[config.mk]
export PLATFORM = sky130hd
export DESIGN_NAME = peg_game_engine
export DESIGN_NICKNAME = d
export VERILOG_FILES = /design/src/rtl/peg_game_pkg.sv /design/src/rtl/peg_game_scorer.sv /design/src/rtl/peg_game_engine.sv
export SDC_FILE = /design/constraint.sdc
export NUM_CORES = 1
export LEC_CHECK = 0
export BUFFER_PORTS_ARGS = -buffer_cell sky130_fd_sc_hd__buf_4
export CAP_MARGIN = 20
export CORE_UTILIZATION = 60
export CTS_CLUSTER_DIAMETER = 80
export DETAILED_ROUTE_END_ITERATION = 7
export GPL_ROUTABILITY_DRIVEN = 0
export GPL_TIMING_DRIVEN = 0
export PLACE_DENSITY = 0.83
export SYNTH_ARGS = -nofsm -noshare
export SYNTH_HDL_FRONTEND = slang
export SYNTH_SLANG_ARGS = --single-unit
export TNS_END_PERCENT = 20
[constraint.sdc]
create_clock -name clock -period 6.3 [get_ports clock]
set_input_delay 1.26 -clock clock [delete_from_list [all_inputs] [get_ports clock]]
set_output_delay 1.26 -clock clock [all_outputs]
set_load 0.1 [all_outputs]
[src/rtl/peg_game_pkg.sv]
// peg_game_pkg: shared states, LFSR taps and touch-to-pixel scaling for the peg game
package peg_game_pkg;
    typedef enum logic [2:0] {
        IDLE       = 3'd0,
        PLAY       = 3'd1,
        SCORE_PASS = 3'd2,
        SCORE_MIN  = 3'd3,
        HOLD       = 3'd4,
        WON        = 3'd5,
        LOST       = 3'd6
    } gameState_t;

    localparam logic [1:0] SC_IDLE = 2'd0, SC_PASS = 2'd1, SC_MIN = 2'd2, SC_FIN = 2'd3;

    localparam int LFSR_TAP0 = 0, LFSR_TAP1 = 1, LFSR_TAP2 = 2, LFSR_TAP3 = 12;

    localparam int X_SCALE = 15, Y_SCALE = 25, PIX_ROUND = 64, PIX_SHIFT = 7;

    // 19 bits covers 4095*25+64 without overflow
    function automatic logic [11:0] toPixel(input logic [11:0] coord, input int scale);
        logic [18:0] t;
        t = 19'(coord) * 19'(scale) + 19'(PIX_ROUND);
        return 12'(t >> PIX_SHIFT);
    endfunction
endpackage

[src/rtl/peg_game_scorer.sv]
// peg_scorer: sequential black/white scoring, one peg then one colour per cycle
module peg_scorer
    import peg_game_pkg::*;
#(
    parameter int N_PEGS   = 4,
    parameter int N_COLORS = 6,
    parameter int COLOR_W  = 3
) (
    input  logic                        clock,
    input  logic                        reset,
    input  logic                        start,
    input  logic [N_PEGS*COLOR_W-1:0]   guess,
    input  logic [N_PEGS*COLOR_W-1:0]   solution,
    output logic                        passDone,
    output logic                        done,
    output logic [3:0]                  black,
    output logic [3:0]                  white
);
    logic [1:0]         phase;
    logic [3:0]         idx, blackCnt, total, minCnt;
    logic [3:0]         histG [2**COLOR_W];
    logic [3:0]         histS [2**COLOR_W];
    logic [COLOR_W-1:0] g, s, c;

    always_comb begin
        g = guess[int'(idx)*COLOR_W +: COLOR_W];
        s = solution[int'(idx)*COLOR_W +: COLOR_W];
        c = COLOR_W'(idx + 4'd1);
        minCnt = histG[c] < histS[c] ? histG[c] : histS[c];
        passDone = phase == SC_PASS && idx == 4'(N_PEGS-1);
        done = phase == SC_FIN;
        black = blackCnt;
        white = total - blackCnt;
    end

    always_ff @(posedge clock or negedge reset) begin
        if (!reset) begin
            phase <= SC_IDLE;
            idx <= '0;
            blackCnt <= '0;
            total <= '0;
            for (int i = 0; i < 2**COLOR_W; i++) begin
                histG[i] <= '0;
                histS[i] <= '0;
            end
        end else begin
            case (phase)
                SC_IDLE: if (start) begin
                    phase <= SC_PASS;
                    idx <= '0;
                    blackCnt <= '0;
                    total <= '0;
                    for (int i = 0; i < 2**COLOR_W; i++) begin
                        histG[i] <= '0;
                        histS[i] <= '0;
                    end
                end
                SC_PASS: begin
                    blackCnt <= blackCnt + 4'(g == s);
                    histG[g] <= histG[g] + 1'b1;
                    histS[s] <= histS[s] + 1'b1;
                    idx <= passDone ? '0 : idx + 1'b1;
                    phase <= passDone ? SC_MIN : SC_PASS;
                end
                SC_MIN: begin
                    total <= total + minCnt;
                    idx <= idx + 1'b1;
                    phase <= idx == 4'(N_COLORS-1) ? SC_FIN : SC_MIN;
                end
                default: phase <= SC_IDLE;
            endcase
        end
    end
endmodule

[src/rtl/peg_game_engine.sv]
// peg_game_engine: touch-driven code-breaking game with LFSR secret and sequential scoring
module peg_game_engine
    import peg_game_pkg::*;
#(
    parameter int          N_PEGS      = 4,
    parameter int          N_COLORS    = 6,
    parameter int          N_ROWS      = 8,
    parameter int          COLOR_W     = 3,
    parameter int          ROW_H       = 100,
    parameter int          COL_W       = 96,
    parameter int          TOUCH_DELAY = 15000000,
    parameter int          HOLD_CYCLES = 25000000,
    parameter logic [31:0] SEED        = 32'h046319FE
) (
    input  logic                        clock,
    input  logic                        reset,
    input  logic [11:0]                 x_coord,
    input  logic [11:0]                 y_coord,
    input  logic                        new_coord,
    output logic [N_PEGS*COLOR_W-1:0]   guess,
    output logic [N_PEGS*COLOR_W-1:0]   solution,
    output logic [2:0]                  row_idx,
    output logic [3:0]                  black_pegs,
    output logic [3:0]                  white_pegs,
    output logic                        score_valid,
    output logic                        busy,
    output logic                        game_won,
    output logic                        game_lost,
    output logic [7:0]                  sel_col
);
    gameState_t                 state;
    logic [31:0]                lfsr, delayCnt, holdCnt;
    logic [11:0]                xPix, yPix, lastX, lastY;
    logic [N_PEGS:0]            colHit;
    logic [N_PEGS*COLOR_W-1:0]  newSol, nextGuess;
    logic                       accept, inRow, allSet, start, passDone, done;
    logic [3:0]                 black, white;

    always_comb begin
        xPix = toPixel(x_coord, X_SCALE);
        yPix = toPixel(y_coord, Y_SCALE);
        accept = new_coord && delayCnt == TOUCH_DELAY && (xPix != lastX || yPix != lastY);
        inRow = 32'(row_idx) * ROW_H < 32'(yPix) && 32'(yPix) <= (32'(row_idx) + 1) * ROW_H;
        allSet = 1'b1;
        for (int k = 0; k <= N_PEGS; k++)
            colHit[k] = 32'(k * COL_W) < 32'(xPix) && 32'(xPix) <= 32'((k + 1) * COL_W);
        for (int k = 0; k < N_PEGS; k++) begin
            allSet &= guess[k*COLOR_W +: COLOR_W] != 0;
            nextGuess[k*COLOR_W +: COLOR_W] = !colHit[k] ? guess[k*COLOR_W +: COLOR_W] :
                (guess[k*COLOR_W +: COLOR_W] == COLOR_W'(N_COLORS) || guess[k*COLOR_W +: COLOR_W] == 0) ?
                COLOR_W'(1) : guess[k*COLOR_W +: COLOR_W] + 1'b1;
            // pegs beyond the 32-bit LFSR reuse its bytes cyclically
            newSol[k*COLOR_W +: COLOR_W] = COLOR_W'(32'(lfsr[(8*k)%32 +: 8]) % N_COLORS + 1);
        end
        start = state == PLAY && accept && inRow && colHit[N_PEGS] && allSet;
        busy = state == SCORE_PASS || state == SCORE_MIN || state == HOLD;
        game_won = state == WON;
        game_lost = state == LOST;
    end

    peg_scorer #(.N_PEGS(N_PEGS), .N_COLORS(N_COLORS), .COLOR_W(COLOR_W)) scorer (
        .clock(clock), .reset(reset), .start(start), .guess(guess), .solution(solution),
        .passDone(passDone), .done(done), .black(black), .white(white)
    );

    always_ff @(posedge clock or negedge reset) begin
        if (!reset) begin
            state <= IDLE;
            lfsr <= SEED;
            delayCnt <= '0;
            holdCnt <= '0;
            lastX <= '1;
            lastY <= '1;
            row_idx <= 3'(N_ROWS-1);
            guess <= '0;
            solution <= '0;
            black_pegs <= '0;
            white_pegs <= '0;
            score_valid <= 1'b0;
            sel_col <= '0;
        end else begin
            lfsr <= {lfsr[LFSR_TAP0] ^ lfsr[LFSR_TAP1] ^ lfsr[LFSR_TAP2] ^ lfsr[LFSR_TAP3], lfsr[31:1]};
            delayCnt <= accept ? '0 : delayCnt < TOUCH_DELAY ? delayCnt + 1 : delayCnt;
            if (accept) begin
                lastX <= xPix;
                lastY <= yPix;
            end
            score_valid <= 1'b0;
            case (state)
                IDLE: if (accept) begin
                    state <= PLAY;
                    solution <= newSol;
                end
                PLAY: begin
                    if (start) state <= SCORE_PASS;
                    else if (accept && inRow && |colHit[N_PEGS-1:0]) begin
                        guess <= nextGuess;
                        sel_col <= 8'(colHit[N_PEGS-1:0]);
                    end
                end
                SCORE_PASS: if (passDone) state <= SCORE_MIN;
                SCORE_MIN: if (done) begin
                    black_pegs <= black;
                    white_pegs <= white;
                    score_valid <= 1'b1;
                    holdCnt <= '0;
                    if (black == 4'(N_PEGS)) state <= WON;
                    else if (row_idx == 0) state <= LOST;
                    else state <= HOLD;
                end
                HOLD: if (holdCnt == HOLD_CYCLES - 1) begin
                    state <= PLAY;
                    row_idx <= row_idx - 1'b1;
                    guess <= '0;
                    sel_col <= '0;
                    black_pegs <= '0;
                    white_pegs <= '0;
                    holdCnt <= '0;
                end else holdCnt <= holdCnt + 1;
                default: ;
            endcase
        end
    end
endmodule

[Yosys cells after proc, flatten, opt, wreduce, memory -nomap -nowiden]
Index checks and enable logic that the tools add are counted.
Word-level totals
  bits in registers: 245
  bits of input ports: 27
  output and inout bits: 47
  logic and storage cells: 251
Cells by class
  add/subtract/negate cells: 20
  multiply operators: 5
  div/mod/pow operators: 4
  $lt $le $gt $ge: 19
  equality and inequality tests: 33
  shift operators: 2
  multiplexer cells: 67
  bitwise operators: 9
  reduce and logical (&&, ||, !) cells: 56
Operators by type and width (count)
  $pmux W32 S2: 3
  $mux W32: 5
  $mod A8 B3 Y32 const B: 4
  $add A32 B1 Y32 const B: 2
  $bwmux W32: 2
  $mux W4: 16
  $bmux W4 S3: 4
  $mux W3: 13
  $mux W12: 3
  $eq A32 B24 Y1 const B: 1
  $eq A32 B25 Y1 const B: 1
  $lt A32 B24 Y1 const B: 1
  $pmux W4 S2: 4
  $shiftx A12 B32 Y3: 1
  $le A10 B9 Y1 const B: 3
  $add A3 B1 Y3 const B: 8
  $demux W4 S3: 2
  $mux W8: 3
  $pmux W12 S2: 1
  $eq A3 B3 Y1 const B: 7
  $lt A9 B10 Y1 const A: 2
  $reduce_and A5 Y1: 4
  $add A17 B7 Y18 const B: 1
  $logic_not A3 Y1: 6
  54 further kinds: 118

[Depth between registers and ports, before layout]
  word-level depth: 11
  mapped depth: 27
  mapped depth without buffers: 24

[By module]
From an unflattened synthesis, not the netlist that was laid out.
Unflattened totals
  cells, all modules: 1982
  area, all modules: 18352.6 um2
By module, submodules not included
  peg_game_engine: times used 1, cells an instance 1415, area each 12874.8 um2, sequential area each 4078.9 um2
  peg_scorer: times used 1, cells an instance 567, area each 5477.8 um2, sequential area each 1951.9 um2

[Worst setup path before layout]
No wires, ideal clock.
  kind: input to register
  start point: input y_coord[2]
  end point: register scorer.histG[18] (netlist name)
  setup time: 0.126 ns
  data arrival time: 6.218 ns
  required time: 6.174 ns
  slack: -0.043 ns
  stages on the path: 25
  buffers on the path: 2
  path through: inv_1 -> ha_1 -> fa_1 -> inv_1 -> ha_1 -> ha_1 -> a21oi_1 -> o21ai_1 -> o21a_1 -> a31o_2 -> a21oi_1 -> xor2_1 -> inv_1 -> ha_1 -> a21o_1 -> a21o_1 -> o22a_1 -> o31ai_1 -> o211ai_1 -> nor4_4 -> o211a_1 -> nor2_1 -> buf_6 -> buf_6 -> a221o_1
On the way
  cells in the longest elaborated chain, start to end: 11
  elaborated cells on any way between the ends: 14
  classes of those cells: add/sub (1); mul (1); order compare (2); eq/ne (2); reduce/logical (8)
RTL lines
  start: declaration: RTL line peg_game_engine.sv:18  | input logic [11:0] y_coord,
  $mul A12 B5 Y17 (*): RTL line peg_game_pkg.sv:22  | t = 19'(coord) * 19'(scale) + 19'(PIX_ROUND);
  $add A17 B7 Y18 (*): RTL line peg_game_pkg.sv:22
  via yPix[9]: RTL line peg_game_engine.sv:33  | logic [11:0] xPix, yPix, lastX, lastY;
  branches (longest 4 deep; another with $lt A10 B11 Y1)
  $logic_and A1 B1 Y1 (*) (3 in a row): RTL line peg_game_engine.sv:55  | start = state == PLAY && accept && inRow && colHit[N_PEGS] && allSet;
  $ne A2 B1 Y1 (no source line) (*)
  $reduce_and A2 Y1 (no source line) (*)
  end signal: indexed assignment: RTL line peg_game_scorer.sv:60  | histG[g] <= histG[g] + 1'b1;
  end: declaration: RTL line peg_game_scorer.sv:21  | logic [3:0] histG [2**COLOR_W];
Mark *: on every way through the listed nets, which the timed path passes.
A chain may end at the register's enable or synchronous reset.

[Final worst setup path]
  start point: input y_coord[7]
  end point: register scorer.idx[2]
On the way
  cells in the longest elaborated chain, start to end: 11
  elaborated cells on any way between the ends: 14
  classes of those cells: add/sub (1); mul (1); order compare (2); eq/ne (2); reduce/logical (8)
RTL lines
  $mul A12 B5 Y17 (*): RTL line peg_game_pkg.sv:22
  $add A17 B7 Y18 (*): RTL line peg_game_pkg.sv:22
  via yPix[9]: RTL line peg_game_engine.sv:33
  branches (longest 4 deep; another with $lt A10 B11 Y1)
  $logic_and A1 B1 Y1 (*) (3 in a row): RTL line peg_game_engine.sv:55
  $ne A2 B1 Y1 (no source line) (*)
  $reduce_and A2 Y1 (no source line) (*)
  end signal: assignment: RTL line peg_game_scorer.sv:62  | idx <= passDone ? '0 : idx + 1'b1;
  end signal: assignment: RTL line peg_game_scorer.sv:67  | idx <= idx + 1'b1;
  end: declaration: RTL line peg_game_scorer.sv:20  | logic [3:0] idx, blackCnt, total, minCnt;
Marks and branches as above.

==> results.toml <==
[sta]
fin_crit_ns = 6.24
fmax_mhz = 160
setup_viol_count_final = 0
finalWorstSetupSlack_ns = 0.0610
holdWs_ns = 0.375
worstMarginPinSlew_ns = 1.04
finalMaxSlewViolations = 0
hold_viol = 0
period_share = 0.990
max_slew_margin = 0.304
skew_ns = 0.0118

[drt]
drc = 9
wl_met2_mm = 24.8
met1_length_mm = 20.9
vias_per_cell = 6.58
met3RoutedLength_mm = 5.02
wirelength_mm = 52.9
dr.pass1.iters = 8
drtIter0Drc = 2029
topRoutingLayerUsed = "met4"
ant_nets = 0
wl_per_cell_um = 19.8
vias = 17533

[synthesis]
synth-seq-cells = 239
synth_top_area_cell = "dfrtp_1"
synth_top_flop_cell = "dfrtp_1"
async_flop_share = 1.00
synth_enable_flop_cells = 0
ys_top_cells_by_count = "nand2_1, dfrtp_1, nor2_1"
synth_cells = 2124
ys_seq_area_frac = 0.319
yosys-top-cells-area = "dfrtp_1, ha_1, dfstp_2"
ys_warn_count = 0
synthMostInstantiatedCell = "nand2_1"
syn_area_um2 = 18900
syn_area_per_cell_um2 = 8.90
synth_top_area_frac = 0.263
synth_cell_type_count = 100

[floorplanning]
pin_count = 74
fp.dieArea_um2 = 32200
chipHeight_um = 179
chipWidth_um = 179
rows = 64
start_util = 0.613
fp.coreArea_um2 = 30800

[clock_tree]
insertion_delay_ns = 0.54
cts-buffers-inserted = 27
cts_buffer_depth = 3
root_buffer = "clkbuf_16"
cts_max_level = 1
cts.clk_slew.worst_paths_ns = 0.06
cts_tree = "done"
clock-sinks = 239

[run_status]
status = "complete, but fails checks"
violations = "design-rule violations"

[grt]
grt_start_max_net_pins = 114
grt_pass1_wl_mm = 86.2
antenna_found_initial = 0
grt_overflow = 0
grt_pass1_vias = 16925
track_usage = 0.322

[placed_design]
dpl_cell_area_um2 = 20100
dpl.cell_count = 2596
numPortBuffers = 69
hpwl_mm = 37.9
dp_slack_ns = -1.08

[cells_and_area]
drive_above_1_share = 0.155
layout.cells.non_filler = 2665
finalInstanceArea_um2 = 21500
syn2layout_area_growth_pct = 13.8
fin_nets = 2452
antennaDiodeCount = 0

[flow_run]
cap_viol_max_count = 0

[critical_path]
criticalPathCategory = "in -> reg"
required_ns = 6.70
end_kind = "flop"
cp.arrival_ns = 6.64
startpoint_type = "input port"
crit_fanout = 10

[power]
p_total_mw = 4.88
leakage_nw = 9.17
vdd_drop_max_mv = 0.201
power_density_nw_per_um2 = 227

[hold_path]
hp-class = "reg -> reg"
## kinds of logic after synthesis
group | count (synthesis) | share of synthesized area
AO/OA/AOI/OAI | 545 | 0.199
XOR/XNOR | 97 | 0.0457
adder cells (fa/ha/maj) | 176 | 0.128
buffers and inverters | 266 | 0.0579
flip-flops | 239 | 0.319
multiplexers | 94 | 0.0663
other | 1 | 0.000198
AND/OR/NAND/NOR | 706 | 0.184
## worst paths after layout
check                              start              end  slack (ns)  depth (start not counted)
max reg2reg                scorer.idx[0]  scorer.total[3]        0.47                         17
min in group asynchronous          reset      holdCnt[18]        0.62                          1
min reg2reg                     lfsr[20]         lfsr[19]        0.37                          0
max in group asynchronous          reset     delayCnt[12]        4.37                          3
min                             lfsr[20]         lfsr[19]        0.37                          0
max                           y_coord[7]    scorer.idx[2]        0.06                         25
## through the flow
stage / TNS (ns) / util
after CTS: 0 / 0.684
after detailed placement: -71.45 / 0.650
final: 0 / 0.698
after global placement: -63.05 / 0.648
after floorplan: 0 / -
after global routing: -8.97 / 0.698
## report_power, final
part           switching [mW]  internal (mW)  total [mW]
logic                   0.963          0.614        1.58
registers             0.00483           1.55        1.55
clock network           0.676           1.08        1.76
## registers in the layout, summed over array words and instances (netlist names)
register	flops
solution	12
delayCnt	32
scorer.idx	4
row_idx	3
state	3
lastY	11
holdCnt	32
scorer.histG	32
lastX	11
white_pegs	4
scorer.phase	2
scorer.histS	32
guess	12
black_pegs	4
sel_col	4
lfsr	32
score_valid	1
scorer.black	4
scorer.total	4
## metal layers
| layer | up-vias | track usage |
|---|---|---|
| met1 | 8392 | 0.420 |
| met2 | 993 | 0.523 |
| met5 | - | 0 |
| li1 | 7934 | - |
| met4 | 0 | 0.136 |
| met3 | 214 | 0.0665 |
## cell type report
cell class | count | area, um^2
multi-input cells | 1623 | 12100
fillers | 2257 | 9320
flip-flops and latches | 239 | 6030
repair buffers | 93 | 774
clock buffers | 34 | 742
plain buffers | 123 | 598
inverters | 142 | 533
well taps | 396 | 495
clock inverters | 15 | 243
## critical path, stage by stage
cell and delay (ns):
buf_4 0.14, ha_4 0.26, inv_1 0.05, fa_1 0.49
inv_1 0.05, ha_1 0.29, ha_2 0.36, a21oi_1 0.20
nand2_1 0.14, o21a_4 0.15, a31o_4 0.26, a21oi_4 0.19
xor2_2 0.16, inv_1 0.06, ha_1 0.28, a21o_1 0.16
a21o_1 0.20, o22a_1 0.23, o31ai_2 0.07, o211ai_1 0.23
nor4_4 0.44, o211ai_4 0.23, buf_4 0.26, a211oi_1 0.32
o32ai_1 0.16
## placed cells by master, fill, tap and decap left out, drive strengths merged, types with 51 or more instances in the layout
| cell | Yosys | final |
|---|---|---|
| inv | 141 | 141 |
| ha | 147 | 147 |
| o211ai | 51 | 51 |
| nor2 | 165 | 165 |
| dfrtp | 199 | 199 |
| nand2 | 216 | 216 |
| a21oi | 94 | 94 |
| xnor2 | 63 | 63 |
| clkbuf | 83 | 117 |
| nand3 | 75 | 75 |
| buf | 41 | 133 |
| o21ai | 138 | 138 |
## what timing repair did
item	CTS	global route
resized for setup	5	51
gates cloned	0	0
setup buffers	4	17
hold buffers	0	0
pin swaps	2	21
setup endpoints to repair	78	90
No activity file was read; power rests on OpenSTA's default activity.
